<file path="config.mk">
export PLATFORM = sky130hd
export DESIGN_NAME = mem_request_arbiter
export DESIGN_NICKNAME = d
export VERILOG_FILES = /design/src/rtl/mem_request_arbiter.sv
export SDC_FILE = /design/constraint.sdc
export NUM_CORES = 1
export LEC_CHECK = 0
export ABC_CLOCK_PERIOD_IN_PS = 2800
export CAP_MARGIN = 30
export CORE_MARGIN = 2
export CORE_UTILIZATION = 42
export DETAILED_ROUTE_END_ITERATION = 8
export GPL_TIMING_DRIVEN = 1
export HOLD_SLACK_MARGIN = 0.03
export MAX_ROUTING_LAYER = met4
export PLACE_DENSITY = 0.81
export SKIP_CTS_REPAIR_TIMING = 1
export SLEW_MARGIN = 20
export SYNTH_ARGS = -nofsm -noshare
export SYNTH_HDL_FRONTEND = slang
export SYNTH_SLANG_ARGS = --single-unit
</file>
<file path="constraint.sdc">
create_clock -name clk -period 2.8 [get_ports clk]
set_input_delay 0.84 -clock clk [delete_from_list [all_inputs] [get_ports clk]]
set_output_delay 0.84 -clock clk [all_outputs]
set_load 0.005 [all_outputs]
</file>
<file path="src/rtl/mem_request_arbiter.sv">
// Single-port RAM arbiter between instruction fetch and data load/store.
// One side is granted at a time, with data priority bounded by a starvation counter and a timeout watchdog.
module mem_request_arbiter #(
    parameter int STARVE_LIMIT = 4,
    parameter int TIMEOUT      = 64
) (
    input  logic        clk,
    input  logic        nRST,
    input  logic        i_req,
    input  logic [31:0] imemaddr,
    output logic [31:0] imemload,
    output logic        i_ready,
    input  logic        dmm_ren,
    input  logic        dmm_wen,
    input  logic [31:0] dmmaddr,
    input  logic [31:0] dmmstore,
    output logic [31:0] dmmload,
    output logic        d_ready,
    output logic [31:0] ramaddr,
    output logic [31:0] ramstore,
    input  logic [31:0] ramload,
    output logic        Ren,
    output logic        Wen,
    input  logic        ram_busy,
    output logic        err
);
    localparam int WW = $clog2(TIMEOUT) + 1;
    localparam int SW = $clog2(STARVE_LIMIT + 1) + 1;

    typedef enum logic [1:0] {IDLE, IREQ, DREQ, RESP} state_t;

    state_t        state_q, state_d;
    logic          side_d_q, side_d_d;   // 1: data side granted
    logic          op_wr_q, op_wr_d;
    logic [31:0]   ramaddr_q, ramaddr_d;
    logic [31:0]   ramstore_q, ramstore_d;
    logic [31:0]   imemload_q, imemload_d;
    logic [31:0]   dmmload_q, dmmload_d;
    logic [SW-1:0] starve_q, starve_d;
    logic [WW-1:0] wait_q, wait_d;
    logic          err_q, err_d;

    logic data_pend, starve_max;
    assign data_pend  = dmm_ren | dmm_wen;
    assign starve_max = (starve_q == SW'(STARVE_LIMIT));

    always_comb begin
        state_d    = state_q;
        side_d_d   = side_d_q;
        op_wr_d    = op_wr_q;
        ramaddr_d  = ramaddr_q;
        ramstore_d = ramstore_q;
        imemload_d = imemload_q;
        dmmload_d  = dmmload_q;
        starve_d   = starve_q;
        wait_d     = wait_q;
        err_d      = err_q;
        case (state_q)
            IDLE: begin
                if (data_pend && !(i_req && starve_max)) begin
                    state_d    = DREQ;
                    side_d_d   = 1'b1;
                    op_wr_d    = dmm_wen;
                    ramaddr_d  = dmmaddr;
                    ramstore_d = dmmstore;
                    wait_d     = '0;
                    if (i_req && !starve_max) starve_d = starve_q + 1'b1;
                end else if (i_req) begin
                    state_d   = IREQ;
                    side_d_d  = 1'b0;
                    ramaddr_d = imemaddr;
                    wait_d    = '0;
                    starve_d  = '0;
                end
            end
            IREQ, DREQ: begin
                wait_d = wait_q + 1'b1;
                if (!ram_busy && wait_q >= WW'(1)) begin
                    state_d = RESP;
                    if (!side_d_q)     imemload_d = ramload;
                    else if (!op_wr_q) dmmload_d  = ramload;
                end else if (ram_busy && wait_q == WW'(TIMEOUT - 1)) begin
                    // Hung RAM: hand the requester zeros and flag the error.
                    state_d = RESP;
                    err_d   = 1'b1;
                    if (side_d_q) dmmload_d  = '0;
                    else          imemload_d = '0;
                end
            end
            RESP:    state_d = IDLE;
            default: state_d = IDLE;
        endcase
    end

    always_ff @(posedge clk or negedge nRST) begin
        if (!nRST) begin
            state_q    <= IDLE;
            side_d_q   <= 1'b0;
            op_wr_q    <= 1'b0;
            ramaddr_q  <= '0;
            ramstore_q <= '0;
            imemload_q <= '0;
            dmmload_q  <= '0;
            starve_q   <= '0;
            wait_q     <= '0;
            err_q      <= 1'b0;
        end else begin
            state_q    <= state_d;
            side_d_q   <= side_d_d;
            op_wr_q    <= op_wr_d;
            ramaddr_q  <= ramaddr_d;
            ramstore_q <= ramstore_d;
            imemload_q <= imemload_d;
            dmmload_q  <= dmmload_d;
            starve_q   <= starve_d;
            wait_q     <= wait_d;
            err_q      <= err_d;
        end
    end

    assign Ren      = (state_q == IREQ) || (state_q == DREQ && !op_wr_q);
    assign Wen      = (state_q == DREQ) && op_wr_q;
    assign i_ready  = (state_q == RESP) && !side_d_q;
    assign d_ready  = (state_q == RESP) && side_d_q;
    assign ramaddr  = ramaddr_q;
    assign ramstore = ramstore_q;
    assign imemload = imemload_q;
    assign dmmload  = dmmload_q;
    assign err      = err_q;
endmodule

</file>
# Word level (Yosys, flattened, before mapping)
# Cells that the tools add are included.
# Widths: inputs -> output; s select.
dict set report classes {
  reduce_logical 28
  muxes 24
  n_addsub 2
  eq_ne 13
  order_cmp 1
  bitwise_logic 2
}
# op n
set op_table {}
lappend op_table {{$mux 32} 11}
lappend op_table {{$mux 7} 2}
lappend op_table {{$pmux 7 s2} 1}
lappend op_table {{$mux 4} 3}
lappend op_table {{$ne 2x2->1 const B} 5}
lappend op_table {{$logic_and 1x1->1} 9}
lappend op_table {{$mux 2} 4}
lappend op_table {{$reduce_and 2->1} 4}
lappend op_table {{$add 7x1->7 const B} 1}
lappend op_table {{$eq 7x6->1 const B} 1}
lappend op_table {{$ge 7x1->1 const B} 1}
lappend op_table {{$ne 3x3->1 const B} 2}
lappend op_table {{$pmux 2 s3} 1}
lappend op_table {{$reduce_and 3->1} 2}
lappend op_table {{$reduce_bool 2->1} 3}
lappend op_table {{$logic_not 1->1} 5}
lappend op_table {{$reduce_and 5->1} 1}
lappend op_table {{$add 4x1->4 const B} 1}
lappend op_table {{$eq 2x2->1 const B} 2}
lappend op_table {{$eq 4x3->1 const B} 1}
lappend op_table {{$reduce_and 4->1} 1}
lappend op_table {{$eq 2x1->1 const B} 1}
lappend op_table {{$logic_not 2->1} 1}
lappend op_table {{$mux 1} 2}
lappend op_table {{5 further kinds} 5}
dict set report totals {
  reg_bits 144
  elab_cells 80
  inputBits 134
}

# Longest topological paths before layout
# Gate-level depths: netlist of run 1.
dict set report logic_depth {
  depth_word 6
  depth_mapped 9
  depth_no_buf 6
}

# Least setup slack after synthesis of run 1
# Ideal clock, no wire load.
dict set report synth_path {
  path_type {input to register}
  start {in i_req}
  end {reg ramstore_q[10], in the netlist ramstore[10]}
  t_arrival_ns 1.964
  n_path_buf 3
  path_stages 7
  setup_slack_ns 0.711
  path_cell_list {nand4b_1 -> o21a_1 -> clkbuf_1 -> and2_1 -> buf_2 -> buf_2 -> mux2_2}
}
dict set report synth_via {
  elab_chain_len 4
}
# item line
set synth_lines {}
lappend synth_lines {{from (decl)} 9} ;# input logic i_req,
lappend synth_lines {{$logic_and 1x1->1} 60} ;# if (data_pend && !(i_req && starve_max)) begin
lappend synth_lines {{$logic_not 1->1} 60}
lappend synth_lines {{$logic_and 1x1->1} 60}
lappend synth_lines {{$reduce_and 2->1 (no source line)} n/a}
lappend synth_lines {{to (signal assigned)} 112} ;# ramstore_q <= ramstore_d;
lappend synth_lines {{to (decl)} 36} ;# logic [31:0] ramstore_q, ramstore_d;
# No other way between the ends.
# A chain may end at the register's enable or synchronous reset.

# Worst setup path after layout of run 1
dict set report layout_path {
  start {reg state_q[0]}
  end {out Ren}
}
dict set report layout_via {
  elab_chain_len 3
  word_cells_on_any_way 4
  classes_between {eq/ne: 2; reduce/logical: 2}
}
# item line
set layout_lines {}
lappend layout_lines {{from (decl)} 32} ;# state_t state_q, state_d;
lappend layout_lines {{from (signal assigned)} 108} ;# state_q <= state_d;
lappend layout_lines {{$eq 2x2->1} 121} ;# assign Ren = (state_q == IREQ) || (state_q == DREQ && !op_wr_q);
lappend layout_lines {{$logic_and 1x1->1} 121}
lappend layout_lines {{$logic_or 1x1->1 *} 121}
lappend layout_lines {{to (decl)} 22} ;# output logic Ren,
# Mark *: on every way between the ends. The rest lies on a longest branch, timed or not.

==> run metrics, run 1 <==
largest family of logic cells by synthesized area compound AO/OA/AOI/OAI gates; IO buf count 266; final core utilization 0.680; endpoint class of the critical path primary output; XOR/XNOR Fraction of Synth Area 0.00591; Clock Pin Slew Worst Setup and Hold Paths 60 ps; Die H 123 um; syn avg cell area 13.0 um2; clock sinks 144; outcome complete, no violations; hpwl dp 11700 um; number of vias per cell 5.20; combinational share of power 0.434; Ys Warns 0; family with the most delay on the worst path buffers and inverters; layout cells sized above 1 0.124; Cells after Synth 456; Post-Synth Adder-Cell Area 0.0169; diode count 0; Max FO, Critical Path 4; CP arrival 1770 ps; Pwr Density 1120 nW/um2; die span in x 123 um; P_int 0.00724 W; Async SR Flop Fraction 1.00; Simple-Gate Fraction of Synth Area 0.0597; total gr overflow 0; Slew headroom 0.374; worst setup path category register to primary output; FF+latch area 3600 um2; H-tree levels 4; DR vias 4756; Final ANT Viol Nets 0; maximum vdd drop 0.000611 V; Worst Hold Class primary input to async pin; initial antenna violation count 0; Post-route DRC 0; die footprint 15100 um2; final setup skew 6.96 ps; leakage power 4.22 nW; IO Pins 267; Buf+Inv Stages, Crit Path 2; number of synthesized flops with an enable pin 0; Worst path max stage delay 480 ps; Tot Pwr 0.0106 W; post-synthesis sequential area ratio 0.608; TNS Setup 0 ps; Final Max Slew Viols 0; Psw 0.00333 W; first-pass GRT wire length 25200 um; routed wire length 16200 um; Final Hold Viols 0; CP max stage cell clkdlybuf4s50_1; CTS tree yes; final worst-path cycle share 0.932; clock latency on the worst-skew pair 420 ps; area growth from synthesis to layout 58.7%; syn nets 598; GPL Wtd Cong 0.809; synth unique cells 36; vias in the first global route 4809; TritonCTS Buffers 17; row count 43; Slew @ Worst Pin 939 ps; register share of total power 0.355; power share of the clock group 0.211; CP Cell Sequence inv_1 -> ha_1 -> a21o_1 -> clkdlybuf4s50_1; Critical Path Source Type register; Iter 0 DRT Violations 362; filler cell count 969; MaxCap Viol Count 0; routed len/inst 17.7 um; largest net degree at the start of global routing 67; Max clock buf depth 2; smallest hold slack 423 ps; mux share of post-synthesis cell area 0.120; Sw Share 0.315; WP data required 1960 ps; core area 13800 um2; Synth Flop Type dfrtp_1; DRT Pass-1 Iters 4; Mapped Area 5930 um2; fin crit period 2610 ps; multi-input logic area 2130 um2; Synth Area in Compound Gates 0.153; Yosys reg bits 144; Initial Util 0.429; Layout Nets 864; Overall Global Routing Usage 0.226; root buf cell clkbuf_16; fmax 383 MHz; final setup fails 0; RSZ-0062 raised after global routing false
[cells by family after synthesis]
family / count (synthesis)
flip-flops: 144
multiplexers: 67
AO/OA/AOI/OAI: 118
adder cells (fa/ha/maj): 8
AND/OR/NAND/NOR: 75
XOR/XNOR: 4
buffers and inverters: 40
[cell type report]
| cell class | instances | share of cell area |
|---|---|---|
| sequential | 144 | 0.383 |
| timing repair buffer | 277 | 0.300 |
| multi-input combinational | 272 | 0.227 |
| clock buffer | 17 | 0.0452 |
| tap | 180 | 0.0239 |
| clock inverter | 15 | 0.0170 |
| inverter | 10 | 0.00399 |
[synthesized netlist by cell type (all sizes together), types with 6 or more instances]
master | n | area (um2)
clkbuf | 10 | 37.5
mux2 | 34 | 383
buf | 20 | 138
nor2 | 7 | 26.3
nand2 | 43 | 161
dfrtp | 144 | 3600
a22o | 64 | 563
nand3 | 6 | 30.0
inv | 10 | 37.5
ha | 8 | 100
mux2i | 33 | 330
o21ai | 39 | 195
[stage by stage]
stage               instances  setup slack [ps]  instance area (um2)
floorplan                 456               711                 5930
global placement          883               185                 8820
detailed placement        883               158                 8820
CTS                       915               156                 9410
global route              915              74.0                 9410
finish                    915               191                 9410
[layout by cell type, fill, tap and decap left out, types with 5 or more instances in the layout]
master	count
a22o_1	62
clkbuf_16	17
dfrtp_1	144
o21ai_0	39
ha_1	8
clkdlybuf4s50_1	265
inv_1	10
mux2i_1	33
nand2_1	43
nand3_1	6
mux2_2	34
buf_12	6
nor2_1	7
buf_4	5
[power groups by stage]
stage	sequential (W)	combinational, W	clock, W
2_1_floorplan	0.00373	0.00196	0
3_5_place_dp	0.00376	0.00461	0
6_report	0.00375	0.00459	0.00223
4_1_cts	0.00375	0.00466	0.00226
5_1_grt	0.00387	0.00500	0.00236
3_3_place_gp	0.00371	0.00445	0
[registers in the layout, summed over array words and instances (netlist names)]
register  count
op_wr_q       1
dmmload      32
starve_q      4
state_q       2
err           1
ramstore     32
wait_q        7
imemload     32
ramaddr      32
side_d_q      1
[worst paths after layout]
check	from	endpoint	slack (ps)	depth (start not counted)
worst max-delay path	state_q[0]	Ren	190	4
worst min-delay path	nRST	wait_q[5]	420	1
worst max register to register	wait_q[3]	dmmload[7]	420	4
worst min register to register	err	err	480	1
max in group asynchronous	nRST	dmmload[3]	1710	2
min in group clk	err	err	480	1
[metal layers]
| layer | GRT usage | vias to the layer above | part of all wire |
|---|---|---|---|
| met2 | 0.365 | 248 | 0.51 |
| met5 | - | - | 0 |
| met4 | 0.0639 | 0 | 0.014 |
| met3 | 0.0748 | 15 | 0.097 |
| met1 | 0.270 | 2307 | 0.38 |
| li1 | - | 2186 | - |
(Power assumes the default switching activity.)
==> run 2: changes to the inputs <==
--- a/config.mk
+++ b/config.mk
@@ -5,16 +5,16 @@
 export SDC_FILE = /design/constraint.sdc
 export NUM_CORES = 1
 export LEC_CHECK = 0
+export ABC_AREA = 1
 export ABC_CLOCK_PERIOD_IN_PS = 2800
 export CAP_MARGIN = 30
 export CORE_MARGIN = 2
-export CORE_UTILIZATION = 42
+export CORE_UTILIZATION = 43
 export DETAILED_ROUTE_END_ITERATION = 8
 export GPL_TIMING_DRIVEN = 1
 export HOLD_SLACK_MARGIN = 0.03
 export MAX_ROUTING_LAYER = met4
-export PLACE_DENSITY = 0.81
-export SKIP_CTS_REPAIR_TIMING = 1
+export PLACE_DENSITY = 0.8
 export SLEW_MARGIN = 20
 export SYNTH_ARGS = -nofsm -noshare
 export SYNTH_HDL_FRONTEND = slang
==> run 2 against run 1 <==
Effect of this change: total power increased by 1.5%; fmax decreased by 0.61%; global-route usage increased by 1.9 points; final cell count increased by 37%; first-iteration DRC count increased by 15%; register-to-register slack improved by 110 ps; critical path type unchanged; non-clock buffer count increased by 8; core utilization decreased by 1.9 points.
==> run metrics, run 2 <==
Ys Warns 0; RSZ-0062 raised after global routing false; fin crit period 2630 ps; vias in the first global route 6286; first-pass GRT wire length 30900 um; final setup fails 0; total gr overflow 0; TNS Setup 0 ps; IO buf count 266; Psw 0.00400 W; Post-Place Cell Area 9390 um2; top cell type's share of synthesized area 0.552; Setup Buffers After CTS 0; number of synthesized flops with an enable pin 0; H-tree levels 4; Pwr Density 1080 nW/um2; clock sinks 144; worst setup path category register to primary output; worst flop-to-flop path startpoint wait_q[0]; final setup skew 11.4 ps; P_int 0.00673 W; Slew @ Worst Pin 563 ps; Overall Global Routing Usage 0.245; CTS Hold Bufs 0; filler cell count 1238; CP arrival 1790 ps; final core utilization 0.662; die footprint 16200 um2; IO Pins 267; Sw Share 0.373; largest area contributor in the netlist dfrtp_1; Tot Pwr 0.0107 W; Layout Nets 1198; outcome complete, no violations; commonest non-fill, non-tap cell in the layout nand2_1; post-route cell area 9950 um2; Yosys reg bits 144; routed len/inst 14.9 um; Clock Pin Slew Worst Setup and Hold Paths 60 ps; Die H 127 um; diode count 0; layout cells sized above 1 0.0561; Final Hold Viols 0; initial antenna violation count 0; hpwl dp 13200 um; Iter 0 DRT Violations 415; root buf cell clkbuf_16; power share of the clock group 0.199; commonest cells after routing, fill and taps aside nand2_1 (287), clkdlybuf4s50_1 (265), dfrtp_1 (144); Slew headroom 0.625; FF-to-FF End imemload[26]; fmax 381 MHz; syn nets 943; TritonCTS Buffers 17; Post-route DRC 0; leakage power 4.89 nW; Initial Util 0.434; area growth from synthesis to layout 52.3%; register share of total power 0.334; endpoint class of the critical path primary output; number of vias per cell 5.01; Max clock buf depth 2; reg2reg setup slack 530 ps; largest cells by area after synthesis dfrtp_1 (55%), nand2_1 (16%), nand4_1 (6.7%); die span in x 127 um; final worst-path cycle share 0.938; GPL Wtd Cong 0.811; post-CTS resize count 0; Critical Path Source Type register; syn avg cell area 8.15 um2; Mapped Area 6530 um2; Synth Flop Type dfrtp_1; post-synthesis sequential area ratio 0.552; largest net degree at the start of global routing 60; Worst Reg-to-Reg Cells 9; MaxCap Viol Count 0; clock latency on the worst-skew pair 410 ps; Final ANT Viol Nets 0; WP data required 1960 ps; row count 45; Final Max Slew Viols 0; DRT Pass-1 Iters 5; Max FO, Critical Path 4; synth unique cells 26; Worst Hold Class primary input to async pin; maximum vdd drop 0.000518 V; Post-synth top cells nand2_1 (287), dfrtp_1 (144), nor2_1 (75); Async SR Flop Fraction 1.00; routed wire length 18800 um; most frequent cell after synthesis nand2_1; core area 15000 um2; Worst Setup EP Ren; Worst Setup SP state_q[0]; Cells after Synth 801; DR vias 6297; CTS tree yes; combinational share of power 0.467
run 2: per-stage QoR:
stage | hold slack (ps) | worst slack [ps] | instances
detailed placement | 449 | 287 | 1225
finish | 402 | 175 | 1257
CTS | 412 | 138 | 1257
floorplan | 451 | 995 | 801
global placement | 442 | 344 | 1225
global route | 432 | 73.6 | 1257
run 2: kinds of logic (layout without fill, tap and decap cells):
| group | count (synthesis) | after routing | share of synthesized area |
|---|---|---|---|
| flip-flops | 144 | 144 | 0.552 |
| buffers and inverters | 115 | 383 | 0.0715 |
| AND/OR/NAND/NOR | 448 | 448 | 0.290 |
| XOR/XNOR | 2 | 2 | 0.00268 |
| adder cells (fa/ha/maj) | 8 | 8 | 0.0153 |
| AO/OA/AOI/OAI | 84 | 84 | 0.0684 |
run 2: layout make-up:
class                           count  area, um2  share of cell area
Inverter                           66        248              0.0249
Clock inverter                     12        110              0.0111
Multi-Input combinational cell    542       2460               0.247
Sequential cell                   144       3600               0.362
Tap cell                          188        235              0.0236
Clock buffer                       20        447              0.0449
Timing Repair Buffer              285       2840               0.286
run 2: critical path, stage by stage, from the launching register on:
cell             delay (ps)
dfrtp_1                 400
inv_1                    80
ha_1                    220
a21o_1                  180
clkdlybuf4s50_1         500
run 2: how the worst min path moves through the flow:
stage / cells after the start / end / slack, ps
3_5_place_dp: 1 / err / 450
3_3_place_gp: 1 / err / 440
2_1_floorplan: 1 / err / 450
5_1_grt: 1 / imemload[29] / 430
4_1_cts: 1 / imemload[28] / 410
6_report: 1 / imemload[29] / 400
run 2: metal layers:
layer  vias up  track usage  share of wire
met3        21       0.0523          0.062
li1       3081            -              -
met4         0       0.0711          0.014
met5         -            -              0
met2       247        0.400           0.49
met1      2948        0.310           0.43
run 2: power groups by stage:
stage	Clock [W]	Sequential, W	Combinational, W
finish	0.00213	0.00358	0.00502
global route	0.00227	0.00370	0.00557
CTS	0.00217	0.00359	0.00506
detailed placement	0	0.00360	0.00504
global placement	0	0.00359	0.00494
floorplan	0	0.00360	0.00231
